$ cat config.mk
export PLATFORM = sky130hd
export DESIGN_NAME = cpu_rfwrite_stage_flat
export DESIGN_NICKNAME = d
export VERILOG_FILES = /design/src/rtl/cpu_rfwrite_stage_if.sv /design/src/rtl/cpu_rfwrite_stage.sv /design/src/flat_wrapper.sv
export SDC_FILE = /design/constraint.sdc
export NUM_CORES = 1
export LEC_CHECK = 0
export ABC_AREA = 1
export CORE_ASPECT_RATIO = 0.6
export CORE_MARGIN = 1
export CORE_UTILIZATION = 49
export CTS_BUF_LIST = sky130_fd_sc_hd__clkbuf_4
export DETAILED_ROUTE_END_ITERATION = 12
export HOLD_SLACK_MARGIN = 0.1
export PLACE_DENSITY = 0.84
export SLEW_MARGIN = 20
export SYNTH_ARGS = -nofsm -noshare
export SYNTH_HDL_FRONTEND = slang
export SYNTH_SLANG_ARGS = --single-unit
$ cat constraint.sdc
create_clock -name clk -period 2.5 [get_ports clk]
set_input_delay 0.5 -clock clk [delete_from_list [all_inputs] [get_ports clk]]
set_output_delay 0.5 -clock clk [all_outputs]
set_load 0.01 [all_outputs]
$ cat src/rtl/cpu_rfwrite_stage_if.sv
// cpu_rfwrite_stage_if
//   Bundles the execute-side inputs, load read-data handshake and the RF
//   write / bypass outputs of the register-file write stage.
//   master : execute/memory side (drives x_*, mem_*)
//   slave  : the write stage itself (drives x_ready, w_*, rf_*, fwd_data,
//            stall, ld_err)
interface cpu_rfwrite_stage_if;
    logic        x_valid;
    logic [15:0] x_instr;
    logic [15:0] x_pc;
    logic [15:0] x_alu;
    logic [15:0] x_opnd;
    logic [15:0] x_rx;
    logic        x_ready;
    logic        mem_rvalid;
    logic [15:0] mem_rdata;
    logic        w_valid;
    logic [15:0] w_instr;
    logic        rf_we;
    logic [2:0]  rf_waddr;
    logic [15:0] rf_wdata;
    logic [15:0] fwd_data;
    logic        stall;
    logic        ld_err;

    modport master (
        output x_valid, x_instr, x_pc, x_alu, x_opnd, x_rx, mem_rvalid, mem_rdata,
        input  x_ready, w_valid, w_instr, rf_we, rf_waddr, rf_wdata, fwd_data,
               stall, ld_err
    );

    modport slave (
        input  x_valid, x_instr, x_pc, x_alu, x_opnd, x_rx, mem_rvalid, mem_rdata,
        output x_ready, w_valid, w_instr, rf_we, rf_waddr, rf_wdata, fwd_data,
               stall, ld_err
    );
endinterface

$ cat src/rtl/cpu_rfwrite_stage.sv
// cpu_rfwrite_stage
//   Last pipeline stage: registers the instruction retiring from execute,
//   drives the single register-file write port and the identical bypass value
//   back to execute, and holds the pipe while a load waits for read data.
// Ports
//   clk      : rising-edge clock
//   reset_n  : asynchronous active-low reset
//   bus      : cpu_rfwrite_stage_if.slave (x_* capture, mem_* load data,
//              x_ready/stall, w_valid/w_instr, rf_we/rf_waddr/rf_wdata,
//              fwd_data, ld_err)
//
// state    | meaning
// ---------+-------------------------------------------------------------
// RUN      | normal flow; a load without data in its first cycle stalls
// WAIT_LD  | load pending; stall until mem_rvalid or timeout (ld_err)
module cpu_rfwrite_stage #(
    parameter logic [15:0] NOP_INSTR  = 16'h0007,
    parameter int          LD_TIMEOUT = 255,
    parameter int          CW         = 16
) (
    input logic                 clk,
    input logic                 reset_n,
    cpu_rfwrite_stage_if.slave  bus
);
    localparam logic [0:0] ST_RUN     = 1'b0;
    localparam logic [0:0] ST_WAIT_LD = 1'b1;

    localparam logic [3:0] OP_MV    = 4'd0;
    localparam logic [3:0] OP_ADD   = 4'd1;
    localparam logic [3:0] OP_SUB   = 4'd2;
    localparam logic [3:0] OP_LD    = 4'd4;
    localparam logic [3:0] OP_MVHI  = 4'd6;
    localparam logic [3:0] OP_CALLR = 4'd12;

    logic [0:0]    state, state_nxt;
    logic [CW-1:0] ld_cnt, ld_cnt_nxt;
    logic [15:0]   w_instr;
    logic          w_valid;
    logic [15:0]   pc_q, alu_q, opnd_q;
    logic [7:0]    rx_q;

    logic          stall, ld_err, ld_we;
    logic          rf_we;
    logic [2:0]    rf_waddr;
    logic [15:0]   rf_wdata;

    logic [3:0]    op;
    logic          imm_sel;
    logic [7:0]    imm8;

    assign op      = w_instr[3:0];
    assign imm_sel = w_instr[4];
    assign imm8    = w_instr[15:8];

    // Load timer counts down from LD_TIMEOUT-1 on entry so that the terminal
    // count (zero) lands on the LD_TIMEOUT-th WAIT_LD cycle.
    always_comb begin
        state_nxt  = state;
        ld_cnt_nxt = ld_cnt;
        stall      = 1'b0;
        ld_err     = 1'b0;
        ld_we      = 1'b0;
        case (state)
            ST_RUN: begin
                if (w_valid && op == OP_LD) begin
                    if (bus.mem_rvalid) begin
                        ld_we = 1'b1;
                    end else begin
                        stall      = 1'b1;
                        state_nxt  = ST_WAIT_LD;
                        ld_cnt_nxt = CW'(LD_TIMEOUT - 1);
                    end
                end
            end
            ST_WAIT_LD: begin
                if (bus.mem_rvalid) begin
                    ld_we      = 1'b1;
                    state_nxt  = ST_RUN;
                    ld_cnt_nxt = '0;
                end else if (ld_cnt == '0) begin
                    ld_err     = 1'b1;
                    state_nxt  = ST_RUN;
                end else begin
                    stall      = 1'b1;
                    ld_cnt_nxt = ld_cnt - 1'b1;
                end
            end
            default: begin
                state_nxt  = ST_RUN;
                ld_cnt_nxt = '0;
            end
        endcase
    end

    always_comb begin
        rf_we    = 1'b0;
        rf_waddr = 3'd0;
        rf_wdata = 16'd0;
        if (w_valid) begin
            rf_waddr = w_instr[7:5];
            case (op)
                OP_MV: begin
                    rf_we    = 1'b1;
                    rf_wdata = imm_sel ? {{8{imm8[7]}}, imm8} : opnd_q;
                end
                OP_ADD, OP_SUB: begin
                    rf_we    = 1'b1;
                    rf_wdata = alu_q;
                end
                OP_LD: begin
                    rf_we    = ld_we;
                    rf_wdata = ld_we ? bus.mem_rdata : 16'd0;
                end
                OP_MVHI: begin
                    rf_we    = 1'b1;
                    rf_wdata = {imm8, rx_q};
                end
                OP_CALLR: begin
                    rf_we    = 1'b1;
                    rf_waddr = 3'd7;
                    rf_wdata = pc_q;
                end
                default: begin
                    rf_we = 1'b0;
                end
            endcase
        end
    end

    always_ff @(posedge clk or negedge reset_n) begin
        if (!reset_n) begin
            state   <= ST_RUN;
            ld_cnt  <= '0;
            w_instr <= NOP_INSTR;
            w_valid <= 1'b0;
            pc_q    <= 16'd0;
            alu_q   <= 16'd0;
            opnd_q  <= 16'd0;
            rx_q    <= 8'd0;
        end else begin
            state  <= state_nxt;
            ld_cnt <= ld_cnt_nxt;
            if (!stall) begin
                w_instr <= bus.x_valid ? bus.x_instr : NOP_INSTR;
                w_valid <= bus.x_valid;
                pc_q    <= bus.x_pc;
                alu_q   <= bus.x_alu;
                opnd_q  <= bus.x_opnd;
                rx_q    <= bus.x_rx[7:0];
            end
        end
    end

    assign bus.x_ready  = !stall;
    assign bus.stall    = stall;
    assign bus.ld_err   = ld_err;
    assign bus.w_valid  = w_valid;
    assign bus.w_instr  = w_instr;
    assign bus.rf_we    = rf_we;
    assign bus.rf_waddr = rf_waddr;
    assign bus.rf_wdata = rf_wdata;
    assign bus.fwd_data = rf_wdata;
endmodule

$ cat src/flat_wrapper.sv
// flat-port wrapper written by rule: the top's interface ports become plain ports
module cpu_rfwrite_stage_flat 
#(
    parameter logic [15:0] NOP_INSTR  = 16'h0007,
    parameter int          LD_TIMEOUT = 255,
    parameter int          CW         = 16
)
  (clk, reset_n, bus_x_valid, bus_x_instr, bus_x_pc, bus_x_alu, bus_x_opnd, bus_x_rx, bus_mem_rvalid, bus_mem_rdata, bus_x_ready, bus_w_valid, bus_w_instr, bus_rf_we, bus_rf_waddr, bus_rf_wdata, bus_fwd_data, bus_stall, bus_ld_err);
  cpu_rfwrite_stage_if bus_i ();
  input logic clk;
  input logic reset_n;
  input wire logic [$bits(bus_i.x_valid)-1:0] bus_x_valid;
  input wire logic [$bits(bus_i.x_instr)-1:0] bus_x_instr;
  input wire logic [$bits(bus_i.x_pc)-1:0] bus_x_pc;
  input wire logic [$bits(bus_i.x_alu)-1:0] bus_x_alu;
  input wire logic [$bits(bus_i.x_opnd)-1:0] bus_x_opnd;
  input wire logic [$bits(bus_i.x_rx)-1:0] bus_x_rx;
  input wire logic [$bits(bus_i.mem_rvalid)-1:0] bus_mem_rvalid;
  input wire logic [$bits(bus_i.mem_rdata)-1:0] bus_mem_rdata;
  output wire logic [$bits(bus_i.x_ready)-1:0] bus_x_ready;
  output wire logic [$bits(bus_i.w_valid)-1:0] bus_w_valid;
  output wire logic [$bits(bus_i.w_instr)-1:0] bus_w_instr;
  output wire logic [$bits(bus_i.rf_we)-1:0] bus_rf_we;
  output wire logic [$bits(bus_i.rf_waddr)-1:0] bus_rf_waddr;
  output wire logic [$bits(bus_i.rf_wdata)-1:0] bus_rf_wdata;
  output wire logic [$bits(bus_i.fwd_data)-1:0] bus_fwd_data;
  output wire logic [$bits(bus_i.stall)-1:0] bus_stall;
  output wire logic [$bits(bus_i.ld_err)-1:0] bus_ld_err;
  assign bus_i.x_valid = bus_x_valid;
  assign bus_i.x_instr = bus_x_instr;
  assign bus_i.x_pc = bus_x_pc;
  assign bus_i.x_alu = bus_x_alu;
  assign bus_i.x_opnd = bus_x_opnd;
  assign bus_i.x_rx = bus_x_rx;
  assign bus_i.mem_rvalid = bus_mem_rvalid;
  assign bus_i.mem_rdata = bus_mem_rdata;
  assign bus_x_ready = bus_i.x_ready;
  assign bus_w_valid = bus_i.w_valid;
  assign bus_w_instr = bus_i.w_instr;
  assign bus_rf_we = bus_i.rf_we;
  assign bus_rf_waddr = bus_i.rf_waddr;
  assign bus_rf_wdata = bus_i.rf_wdata;
  assign bus_fwd_data = bus_i.fwd_data;
  assign bus_stall = bus_i.stall;
  assign bus_ld_err = bus_i.ld_err;
  cpu_rfwrite_stage #(.NOP_INSTR(NOP_INSTR), .LD_TIMEOUT(LD_TIMEOUT), .CW(CW)) u_core (.clk(clk), .reset_n(reset_n), .bus(bus_i));
endmodule
==> summary.txt, run 1 <==
Status
  – Run status: finished, violations left
  – Failing checks: setup timing

Layout
  – Most frequent cells in the layout: nand2_1 (313), clkdlybuf4s50_1 (107), dfrtp_1 (87), nor2_1 (68), inv_1 (51)
  – Most common cell after layout, fill and taps aside: nand2_1
  – ANT cells: 0
  – Post-route cell area: 6879 um^2
  – Synthesis-to-finish area growth: 37.38%
  – Final std cells w/o fill: 1,007
  – Fill cells: 841
  – Final core utilization: 0.6963
  – Share of cells above drive strength 1: 0.1571
  – Nets@finish: 969

Timing
  – RSZ-0062 raised after global routing: true
  – Slew HR: 0.6062
  – F_max: 0.3738 GHz
  – Max Clock Skew: 0.009900 ns
  – Endpoints failing setup: 33
  – Tcrit/Tclk final: 1.070
  – Worst slew pin tran: 0.5907 ns
  – Min Hold Slack: 0.4973 ns
  – Final worst slack: -0.1753 ns
  – Max Transition Viols Final: 0
  – Final hold viol count: 0
  – Setup TNS: -4.578 ns
  – Tmin final: 2.675 ns

GRT
  – Vias in the first global route: 4,856
  – Global-route wire length before repair: 24,350 um
  – All-Layer GR Usage: 0.2975
  – Congestion Overflow GR: 0
  – Maximum number of pins on one net before global-route repair: 90
  – Initial antenna violation count: 0

Yosys
  – Syn Nets: 820
  – Synth top area cells: dfrtp_1 (43%), nand2_1 (24%), nand3_1 (6.1%), nor2_1 (5.5%), o21ai_0 (3.9%)
  – Ys Warns: 0
  – Sequential cell area fraction in the yosys report: 0.4505
  – Flops & latches, synth: 90
  – Top-area cell type share of the netlist area: 0.4348
  – Syn_area_per_cell: 6.974 um^2
  – Leading area contributor after synthesis: dfrtp_1
  – Post-Syn Area: 5007 um^2
  – Cells after synthesis: 718
  – Synth unique cells: 26

Floorplanning
  – Num ports: 156
  – Die ar.: 10,640 um^2
  – Chip Width: 132.5 um
  – Starting Density: 0.5068
  – Row count: 28
  – Die span in y: 80.31 um
  – Core ar.: 9879 um^2

Clock network
  – Clk root buf: clkbuf_4
  – Worst-path clk slew: 0.14 ns
  – Clk_lat worst skew: 0.45 ns
  – Sink Count: 90
  – CTS tree: yes
  – Cts bufs inserted: 9
  – CTS max path bufs: 2
  – CTS H-tree lvls: 3

Setup path
  – Crit path capture type: primary output
  – Critical path arrival: 2.18 ns
  – Worst setup path class: flop to primary output
  – Worst path required time: 2.00 ns
  – R2R Setup Slk: 0.40 ns
  – CP startpoint kind: flop
  – Critical path peak fanout: 8

Pwr
  – Max VDD drop: 231.7 uV
  – Net Sw Frac: 0.3159
  – Share of power burned in registers: 0.504
  – P_sw: 1064 uW
  – Leak pwr: 0.003432 uW
  – Int Pwr: 2304 uW
  – Power per cell area: 489.6 nW/um^2
  – Comb power frac: 0.249
  – Clock share of power: 0.246

Placed design
  – Dpl cell area: 6613 um^2
  – Port bufs: 147
  – DP Wirelength: 10,780 um
  – Cell Count Post-Placement: 980
  – RePlAce Congestion: 0.8958

Detailed routing
  – Vias/cell: 5.156
  – DRT antenna net count: 0
  – Wire per inst: 15.29 um
  – Number of remaining DRC errors: 0
  – Via count: 5,192
  – DR iter-0 viols: 478
  – Post-Route WL: 15,400 um
  – Pre-antenna DRT Iters: 5

Min path
  – Worst Hold Class: flop to flop

Job
  – Max-cap violations: 0
==> registers in the layout, summed over array words and instances, names as in the netlist <==
register and cells:
u_core.state 1, u_core.opnd_q 16, u_core.ld_cnt 16, u_core.alu_q 16
u_core.bus.w_instr 16, u_core.bus.w_valid 1, u_core.pc_q 16, u_core.rx_q 8
==> through the flow <==
step	setup slack, ns	power (uW)
floorplan	0.1988	2090
global placement	-0.2652	2476
detailed placement	-0.3281	2495
CTS	-0.1489	3344
global route	-0.2541	3540
finish	-0.1753	3368
==> path summary, 6_finish.rpt <==
check	startpoint	to	cells past startpoint
max	u_core.bus.w_instr[2]	bus_rf_wdata[0]	8
min in group asynchronous	reset_n	u_core.alu_q[0]	2
max in group asynchronous	reset_n	u_core.rx_q[7]	3
min reg2reg	u_core.alu_q[2]	u_core.alu_q[2]	2
min	u_core.alu_q[2]	u_core.alu_q[2]	2
max reg2reg	u_core.bus.w_instr[1]	u_core.rx_q[5]	11
==> critical path: stages (launching register included) <==
cell,delay [ns]
dfstp_2,0.59
inv_2,0.05
nor2_4,0.16
nand2_2,0.11
nor2_4,0.21
clkbuf_16,0.21
nand3_4,0.08
a21oi_4,0.16
buf_2,0.15
==> area by class of cell <==
class	instances	area, um^2	area share
Multi-Input combinational cell	527	2392	0.3478
Sequential cell	90	2256	0.3279
Timing Repair Buffer	184	1718	0.2497
Inverter	55	206.4	0.03001
Tap cell	135	168.9	0.02455
Clock buffer	11	82.58	0.01200
Clock inverter	5	55.05	0.008003
==> cells in the mapped netlist <==
library cell / number
nand2_1: 316
dfrtp_1: 87
nor2_1: 73
nand3_1: 61
inv_1: 52
o21ai_0: 39
buf_4: 22
a21oi_1: 17
buf_6: 9
buf_2: 8
clkbuf_1: 7
xor2_1: 4
dfstp_2: 3
o21ai_1: 3
ha_1: 2
inv_2: 2
nand2_2: 2
nor2_2: 2
xnor2_1: 2
a21boi_0: 1
a31oi_1: 1
and2_1: 1
clkinv_1: 1
nand3_2: 1
nor2_4: 1
o21bai_1: 1
==> routing by layer <==
layer / vias to the layer above / GRT usage / wire (um)
li1: 2495 / - / -
met1: 2417 / 0.4296 / 7118
met2: 255 / 0.4511 / 6564
met3: 25 / 0.05808 / 1455
met4: 0 / 0.08966 / 261
met5: - / 0 / 0
==> power groups by stage <==
stage               Sequential [uW]  Combinational, uW  Clock, uW
global route                   1710                929        900
detailed placement             1730                768          0
CTS                            1690                808        844
finish                         1700                839        830
global placement               1720                753          0
floorplan                      1700                388          0
==> kinds of logic (layout without fill, tap and decap cells) <==
group | Yosys count | after routing | synth area share
buffers and inverters | 101 | 255 | 0.1077
XOR/XNOR | 6 | 6 | 0.01049
adder cells (fa/ha/maj) | 2 | 2 | 0.004997
AO/OA/AOI/OAI | 62 | 62 | 0.06322
AND/OR/NAND/NOR | 457 | 457 | 0.3631
flip-flops | 90 | 90 | 0.4505
==> repair_timing <==
item,CTS,global route
gates resized for setup,160,36
buffers inserted,5,4
hold buffers,1,0
hold endpoints to repair,32,0
pin swaps,3,25
gates cloned,0,1
endpoints found under the setup margin,39,36
Note: power is estimated with default switching activity, not from simulation.
==> run 2, diff against run 1 <==
- ABC_AREA: 1 -> unset
- PLACE_DENSITY: 0.84 -> 0.83
==> run 2 against run 1 <==
Net effect:
- the flow still finishes with violations (setup timing)
- sequential cell count is the same
- fmax shrank 6.8%
- largest cell class unchanged
- critical path type unchanged
- combinational power shrank 10%
- sequential power shrank 6%
- clock skew grew 0.0069 ns
- first-iteration DRC count shrank 25%
- power shrank 4.3%
- register-to-register slack lost 0.31 ns
==> summary.txt, run 2 <==
Detailed routing
  – Wire per inst: 20.67 um (+35%)
  – Number of remaining DRC errors: 0 (unchanged)
  – DR iter-0 viols: 360 (-25%)
  – DRT antenna net count: 0 (unchanged)
  – Via count: 4,686 (-9.7%)
  – Vias/cell: 5.843 (+13%)
  – Pre-antenna DRT Iters: 5 (unchanged)
  – Post-Route WL: 16,580 um (+7.7%)

Timing
  – F_max: 0.3482 GHz (-6.8%)
  – Slew HR: 0.6640 (+0.05785)
  – Setup TNS: -10.42 ns (-5.846 ns)
  – Worst slew pin tran: 0.5001 ns (-0.09062 ns)
  – Final hold viol count: 0 (unchanged)
  – Max Clock Skew: 0.01676 ns (+0.006864 ns)
  – Tcrit/Tclk final: 1.149 (+0.07859)
  – RSZ-0062 raised after global routing: true
  – Tmin final: 2.872 ns (+0.1965 ns)
  – Max Transition Viols Final: 0 (unchanged)
  – Final worst slack: -0.3717 ns (-0.1965 ns)
  – Endpoints failing setup: 35 (+6.1%)

Clock network
  – Worst-path clk slew: 0.15 ns (about the same)
  – Sink Count: 90 (unchanged)
  – CTS max path bufs: 2 (unchanged)
  – CTS H-tree lvls: 3 (unchanged)
  – CTS tree: yes
  – Cts bufs inserted: 9 (unchanged)
  – Clk_lat worst skew: 0.47 ns (+0.02 ns)
  – Clk root buf: clkbuf_4

Placed design
  – Dpl cell area: 7172 um^2 (+8.5%)
  – DP Wirelength: 11,370 um (+5.5%)
  – Port bufs: 147 (unchanged)
  – RePlAce Congestion: 0.9193 (+2.6%)
  – Cell Count Post-Placement: 764 (-22%)

Setup path
  – Slowest stage delay, CP: 0.60 ns (about the same)
  – Worst reg-to-reg path cell count: 9 (-2)
  – Worst path required time: 2.00 ns (about the same)
  – Critical path peak fanout: 11 (+3)
  – Worst setup path class: flop to primary output
  – Worst flop-to-flop path endpoint: u_core.opnd_q[15]
  – Critical path's slowest cell: dfstp_2
  – Crit path capture type: primary output
  – Buffers & Inverters on Critical Path: 2 (-1)
  – CP cell instances: or4b_4 > nor2_4 > buf_8 > a22oi_1 > a31oi_1 > buf_2
  – Worst r2r src: u_core.bus.w_instr[0]
  – Critical path arrival: 2.37 ns (+0.19 ns)
  – R2R Setup Slk: 0.09 ns (-0.31 ns)
  – Crit-path leading delay family: simple AND/OR/NAND/NOR gates
  – Worst path depth: 6 (-2)
  – Setup crit end: bus_rf_wdata[0]
  – Crit path from: u_core.bus.w_instr[2]
  – CP startpoint kind: flop

GRT
  – Met1 Track Usage GR: 0.4011 (-0.02844)
  – GR Util met3: 0.07990 (+0.02182)
  – Congestion Overflow GR: 0 (unchanged)
  – Vias in the first global route: 4,690 (-3.4%)
  – Initial antenna violation count: 0 (unchanged)
  – Grt peak-use layer: met2
  – Global-route wire length before repair: 24,740 um (+1.6%)
  – All-Layer GR Usage: 0.3033 (+0.005846)
  – Maximum number of pins on one net before global-route repair: 44 (-51%)
  – Met2 Use GR: 0.4853 (+0.03429)

Floorplanning
  – Row count: 28 (unchanged)
  – Starting Density: 0.5088 (+0.001964)
  – Chip Width: 133.2 um (+0.54%)
  – Die ar.: 10,750 um^2 (+1.1%)
  – Num ports: 156 (unchanged)
  – Core ar.: 9950 um^2 (+0.71%)
  – Die span in y: 80.73 um (+0.53%)

Yosys
  – Sequential cell area fraction in the yosys report: 0.4456 (-0.004899)
  – Ys Warns: 0 (unchanged)
  – EDFF count, synth: 0 (unchanged)
  – Post-synth ARST share: 1.000 (unchanged)
  – Flops & latches, synth: 90 (unchanged)
  – Most frequent cell after synthesis: dfrtp_1
  – Top_reg_cell synth: dfrtp_1
  – Cells after synthesis: 457 (-36%)
  – Leading area contributor after synthesis: dfrtp_1
  – Synth top area cells: dfrtp_1 (43%), mux2_4 (16%), a22oi_1 (4.3%), nand2_1 (3.0%), mux2_2 (2.4%)
  – Top-area cell type share of the netlist area: 0.4301 (-0.004728)
  – Syn Nets: 559 (-32%)
  – Post-Syn Area: 5062 um^2 (+1.1%)
  – Synth unique cells: 54 (+110%)
  – Most frequent cells after synthesis: dfrtp_1 (87), mux2_4 (55), nand2_1 (41)
  – Syn_area_per_cell: 11.08 um^2 (+59%)

Layout
  – ANT cells: 0 (unchanged)
  – Nets@finish: 764 (-21%)
  – Share of cells above drive strength 1: 0.3898 (+0.2327)
  – Final std cells w/o fill: 802 (-20%)
  – Most frequent cells in the layout: clkdlybuf4s50_1 (107), dfrtp_1 (87), buf_4 (74), mux2_4 (55)
  – Post-route cell area: 7490 um^2 (+8.9%)
  – Synthesis-to-finish area growth: 47.95%
  – Fill cells: 640 (-24%)
  – Final core utilization: 0.7528 (+0.05646)
  – Most common cell after layout, fill and taps aside: clkdlybuf4s50_1

Pwr
  – Leak pwr: 0.003183 uW (-7.3%)
  – Max VDD drop: 258.5 uV (+12%)
  – Power per cell area: 430.4 nW/um^2 (-12%)
  – Pwr Total: 3224 uW (-4.3%)

Min path
  – Worst Hold Class: input port to asynchronous set/reset pin

Job
  – Max-cap violations: 0 (unchanged)

Status
  – Failing checks: setup timing
  – Run status: finished, violations left
==> run 2: changes by cell type after synthesis, sizes merged, moves of 13 or more <==
| cell | change |
|---|---|
| a22oi | +29 |
| a31oi | +16 |
| buf | -13 |
| inv | -36 |
| mux2 | +66 |
| nand2 | -277 |
| nand3 | -51 |
| nor2 | -58 |
| o21ai | -30 |
==> run 2: power by group <==
group          switching (uW)  internal (uW)  total (uW)
logic                     315            437         752
clock network             556            314         870
registers                60.5           1540        1600
total                     932           2290        3220
==> run 2: cells by family (layout without fill, tap and decap cells) <==
group	after synthesis	after routing	synth area share
and+or+nand+nor	122	122	0.1261
AOI/OAI and AO/OA	101	101	0.1406
DFF	90	90	0.4456
muxes	78	78	0.2113
buffers and inverters	63	273	0.06970
adders and majority gates	2	2	0.004942
xor gates and xnor gates	1	1	0.001730
==> run 2: cell type report <==
type	count	area, um^2	share of cell area
multi-input cells	304	2718	0.3628
flip-flops and latches	90	2256	0.3012
repair buffers	239	2135	0.2850
well taps	135	168.9	0.02255
clock inverters	7	77.57	0.01036
clock buffers	9	67.56	0.009021
inverters	18	67.56	0.009021
==> run 2: worst min-delay path by stage <==
| stage | from | slack [ns] | cells after the start | to |
|---|---|---|---|---|
| finish | reset_n | 0.45 | 2 | u_core.opnd_q[13] |
| global route | reset_n | 0.45 | 2 | u_core.opnd_q[13] |
| CTS | reset_n | 0.45 | 2 | u_core.pc_q[11] |
| detailed placement | reset_n | 0.41 | 1 | u_core.opnd_q[12] |
| global placement | reset_n | 0.41 | 1 | u_core.opnd_q[11] |
| floorplan | reset_n | 0.20 | 0 | u_core.alu_q[0] |
==> run 2: layer usage <==
layer,up-vias,part of all wire
met5,-,0
met4,0,0.020
met3,33,0.083
met2,243,0.46
met1,2332,0.44
li1,2078,-
==> run 2: stage by stage <==
| stage | hold slack (ns) | setup slack [ns] |
|---|---|---|
| 6_report | 0.4460 | -0.3717 |
| 2_1_floorplan | 0.2044 | 0.007541 |
| 4_1_cts | 0.4487 | -0.3604 |
| 3_3_place_gp | 0.4103 | -0.3936 |
| 5_1_grt | 0.4532 | -0.4474 |
| 3_5_place_dp | 0.4127 | -0.4244 |
==> run 2: repair_timing <==
item,in CTS,in global routing
hold endpoints to repair,20,0
setup endpoints to repair,95,73
gates resized for setup,175,23
cloned,0,1
hold buffers,1,0
pin swaps,13,9
setup buffers,11,10
==> run 3, diff against run 2 <==
- RECOVER_POWER: unset -> 50
==> run 3 against run 2 <==
Net effect:
- the flow still finishes with violations (setup timing)
- register-to-register slack about the same
- sequential power about the same
- sequential share of layout area up 0.076 points
- critical path depth unchanged
- sequential cell count unchanged
- design area down 0.25%
- highest routed layer unchanged
- largest cell class unchanged
- cell count unchanged
- count of clock-buffer cells in the layout unchanged
- critical endpoint unchanged
- worst setup slack worse by 0.0035 ns
==> summary.txt, run 3 (same netlist as run 2, synthesis figures left out) <==
Status
  – Run status: finished, violations left
  – Failing checks: setup timing

Clock network
  – CTS tree: yes
  – Cts bufs inserted: 9 (unchanged)
  – Clk_lat worst skew: 0.47 ns (about the same)
  – Clk root buf: clkbuf_4
  – CTS max path bufs: 2 (unchanged)
  – CTS H-tree lvls: 3 (unchanged)
  – Worst-path clk slew: 0.16 ns (about the same)
  – Sink Count: 90 (unchanged)

Placed design
  – Dpl cell area: 7172 um^2 (unchanged)
  – RePlAce Congestion: 0.9193 (unchanged)
  – Cell Count Post-Placement: 764 (unchanged)
  – DP Wirelength: 11,370 um (unchanged)
  – Port bufs: 147 (unchanged)

Detailed routing
  – Pre-antenna DRT Iters: 5 (unchanged)
  – Vias/cell: 5.838 (about the same)
  – Wire per inst: 20.59 um (-0.40%)
  – DR WL met3: 1339 um (-2.7%)
  – DR iter-0 viols: 354 (-1.7%)
  – Via count: 4,682 (-0.085%)
  – DRT met1 WL: 7209 um (-1.4%)
  – Highest routed layer: met4
  – Post-Route WL: 16,510 um (-0.40%)
  – DRT antenna net count: 0 (unchanged)
  – Metal2 WL: 7642 um (+1.1%)
  – Number of remaining DRC errors: 0 (unchanged)

Min path
  – Worst Hold Class: flop to flop

GRT
  – Maximum number of pins on one net before global-route repair: 44 (unchanged)
  – Vias in the first global route: 4,690 (unchanged)
  – Global-route wire length before repair: 24,740 um (unchanged)
  – Initial antenna violation count: 0 (unchanged)
  – All-Layer GR Usage: 0.3033 (unchanged)
  – Congestion Overflow GR: 0 (unchanged)

Pwr
  – Max VDD drop: 259.5 uV (+0.38%)
  – Power per cell area: 431.3 nW/um^2 (+0.21%)
  – Leak pwr: 0.003174 uW (-0.28%)

Layout
  – ANT cells: 0 (unchanged)
  – Synthesis-to-finish area growth: 47.58%
  – Final core utilization: 0.7509 (-0.001887)
  – Share of cells above drive strength 1: 0.3883 (-0.001499)
  – Fill cells: 643 (+0.47%)
  – Most frequent cells in the layout: clkdlybuf4s50_1 (107), dfrtp_1 (87), buf_4 (72), mux2_4 (55)
  – Post-route cell area: 7471 um^2 (-0.25%)
  – Most common cell after layout, fill and taps aside: clkdlybuf4s50_1
  – Nets@finish: 764 (unchanged)
  – Final std cells w/o fill: 802 (unchanged)

Setup path
  – Critical path arrival: 2.38 ns (about the same)
  – CP startpoint kind: flop
  – Slowest stage delay, CP: 0.60 ns (about the same)
  – Critical path's slowest cell: dfstp_2
  – Worst path required time: 2.00 ns (about the same)
  – Crit-path leading delay family: simple AND/OR/NAND/NOR gates
  – Crit path capture type: primary output
  – Buffers & Inverters on Critical Path: 2 (unchanged)
  – Worst setup path class: flop to primary output
  – Critical path peak fanout: 11 (unchanged)
  – CP cell instances: or4b_4 > nor2_4 > buf_8 > a22oi_1 > a31oi_1 > buf_2

Floorplanning
  – Row count: 28 (unchanged)
  – Core ar.: 9950 um^2 (unchanged)
  – Die ar.: 10,750 um^2 (unchanged)
  – Chip Width: 133.2 um (unchanged)
  – Num ports: 156 (unchanged)
  – Starting Density: 0.5088 (unchanged)
  – Die span in y: 80.73 um (unchanged)

Timing
  – Slew HR: 0.1874 (-0.4766)
  – Final worst slack: -0.3752 ns (-0.003486 ns)
  – Max Clock Skew: 0.01792 ns (+0.001159 ns)
  – Tmin final: 2.875 ns (+0.003486 ns)
  – Tcrit/Tclk final: 1.150 (+0.001394)
  – Final hold viol count: 0 (unchanged)
  – Endpoints failing setup: 35 (unchanged)
  – RSZ-0062 raised after global routing: true
  – Max Transition Viols Final: 0 (unchanged)
  – Worst slew pin tran: 1.219 ns (+0.7187 ns)
  – F_max: 0.3478 GHz (-0.12%)

Job
  – Max-cap violations: 0 (unchanged)
-- run 3: area by class of cell --
cell class                 count  area, um^2  share of cell area
tap                          135       168.9             0.02261
inverter                      18       67.56            0.009044
multi-input combinational    304        2718              0.3638
clock buffer                   9       67.56            0.009044
sequential                    90        2256              0.3020
timing repair buffer         239        2116              0.2832
clock inverter                 7       77.57             0.01038
-- run 3: worst paths after layout --
check                                 startpoint               endpoint  slack, ns  depth (start not counted)
min reg2reg                     u_core.opnd_q[3]       u_core.opnd_q[3]       0.53                          1
min in group asynchronous                reset_n  u_core.bus.w_instr[4]       0.79                          2
min                             u_core.opnd_q[3]       u_core.opnd_q[3]       0.53                          1
max reg2reg                u_core.bus.w_instr[0]         u_core.pc_q[5]       0.09                          9
max in group asynchronous                reset_n      u_core.ld_cnt[12]       0.38                          3
max                        u_core.bus.w_instr[2]        bus_rf_wdata[0]      -0.38                          6
-- run 3: timing repair --
| item | in CTS | in global routing |
|---|---|---|
| buffers inserted | 11 | 10 |
| hold endpoints to repair | 20 | 0 |
| pin swaps | 13 | 9 |
| gates resized for setup | 175 | 23 |
| hold buffers | 1 | 0 |
| endpoints found under the setup margin | 95 | 73 |
| cloned | 0 | 1 |
-- run 3: power breakdown --
| group | leakage [uW] | switching, uW | internal (uW) |
|---|---|---|---|
| registers | 0.00106 | 60.2 | 1540 |
| logic | 0.00203 | 314 | 434 |
| clock network | 0.0000769 | 559 | 314 |
| total | 0.00317 | 933 | 2290 |
-- run 3: per-layer routing --
metal	track usage	vias up
met5	0	-
met4	0.1102	0
met3	0.07990	38
met2	0.4853	241
met1	0.4011	2325
li1	-	2078
-- run 3: per-stage QoR --
stage	setup slack [ns]	total power, uW	setup TNS [ns]	hold WS, ns
global placement	-0.3936	2271	-28.62	0.4103
finish	-0.3752	3222	-10.60	0.5307
global route	-0.4474	3340	-13.55	0.5463
detailed placement	-0.4244	2301	-31.66	0.4127
CTS	-0.3604	3194	-10.21	0.4487
floorplan	0.007541	1904	0	0.2044
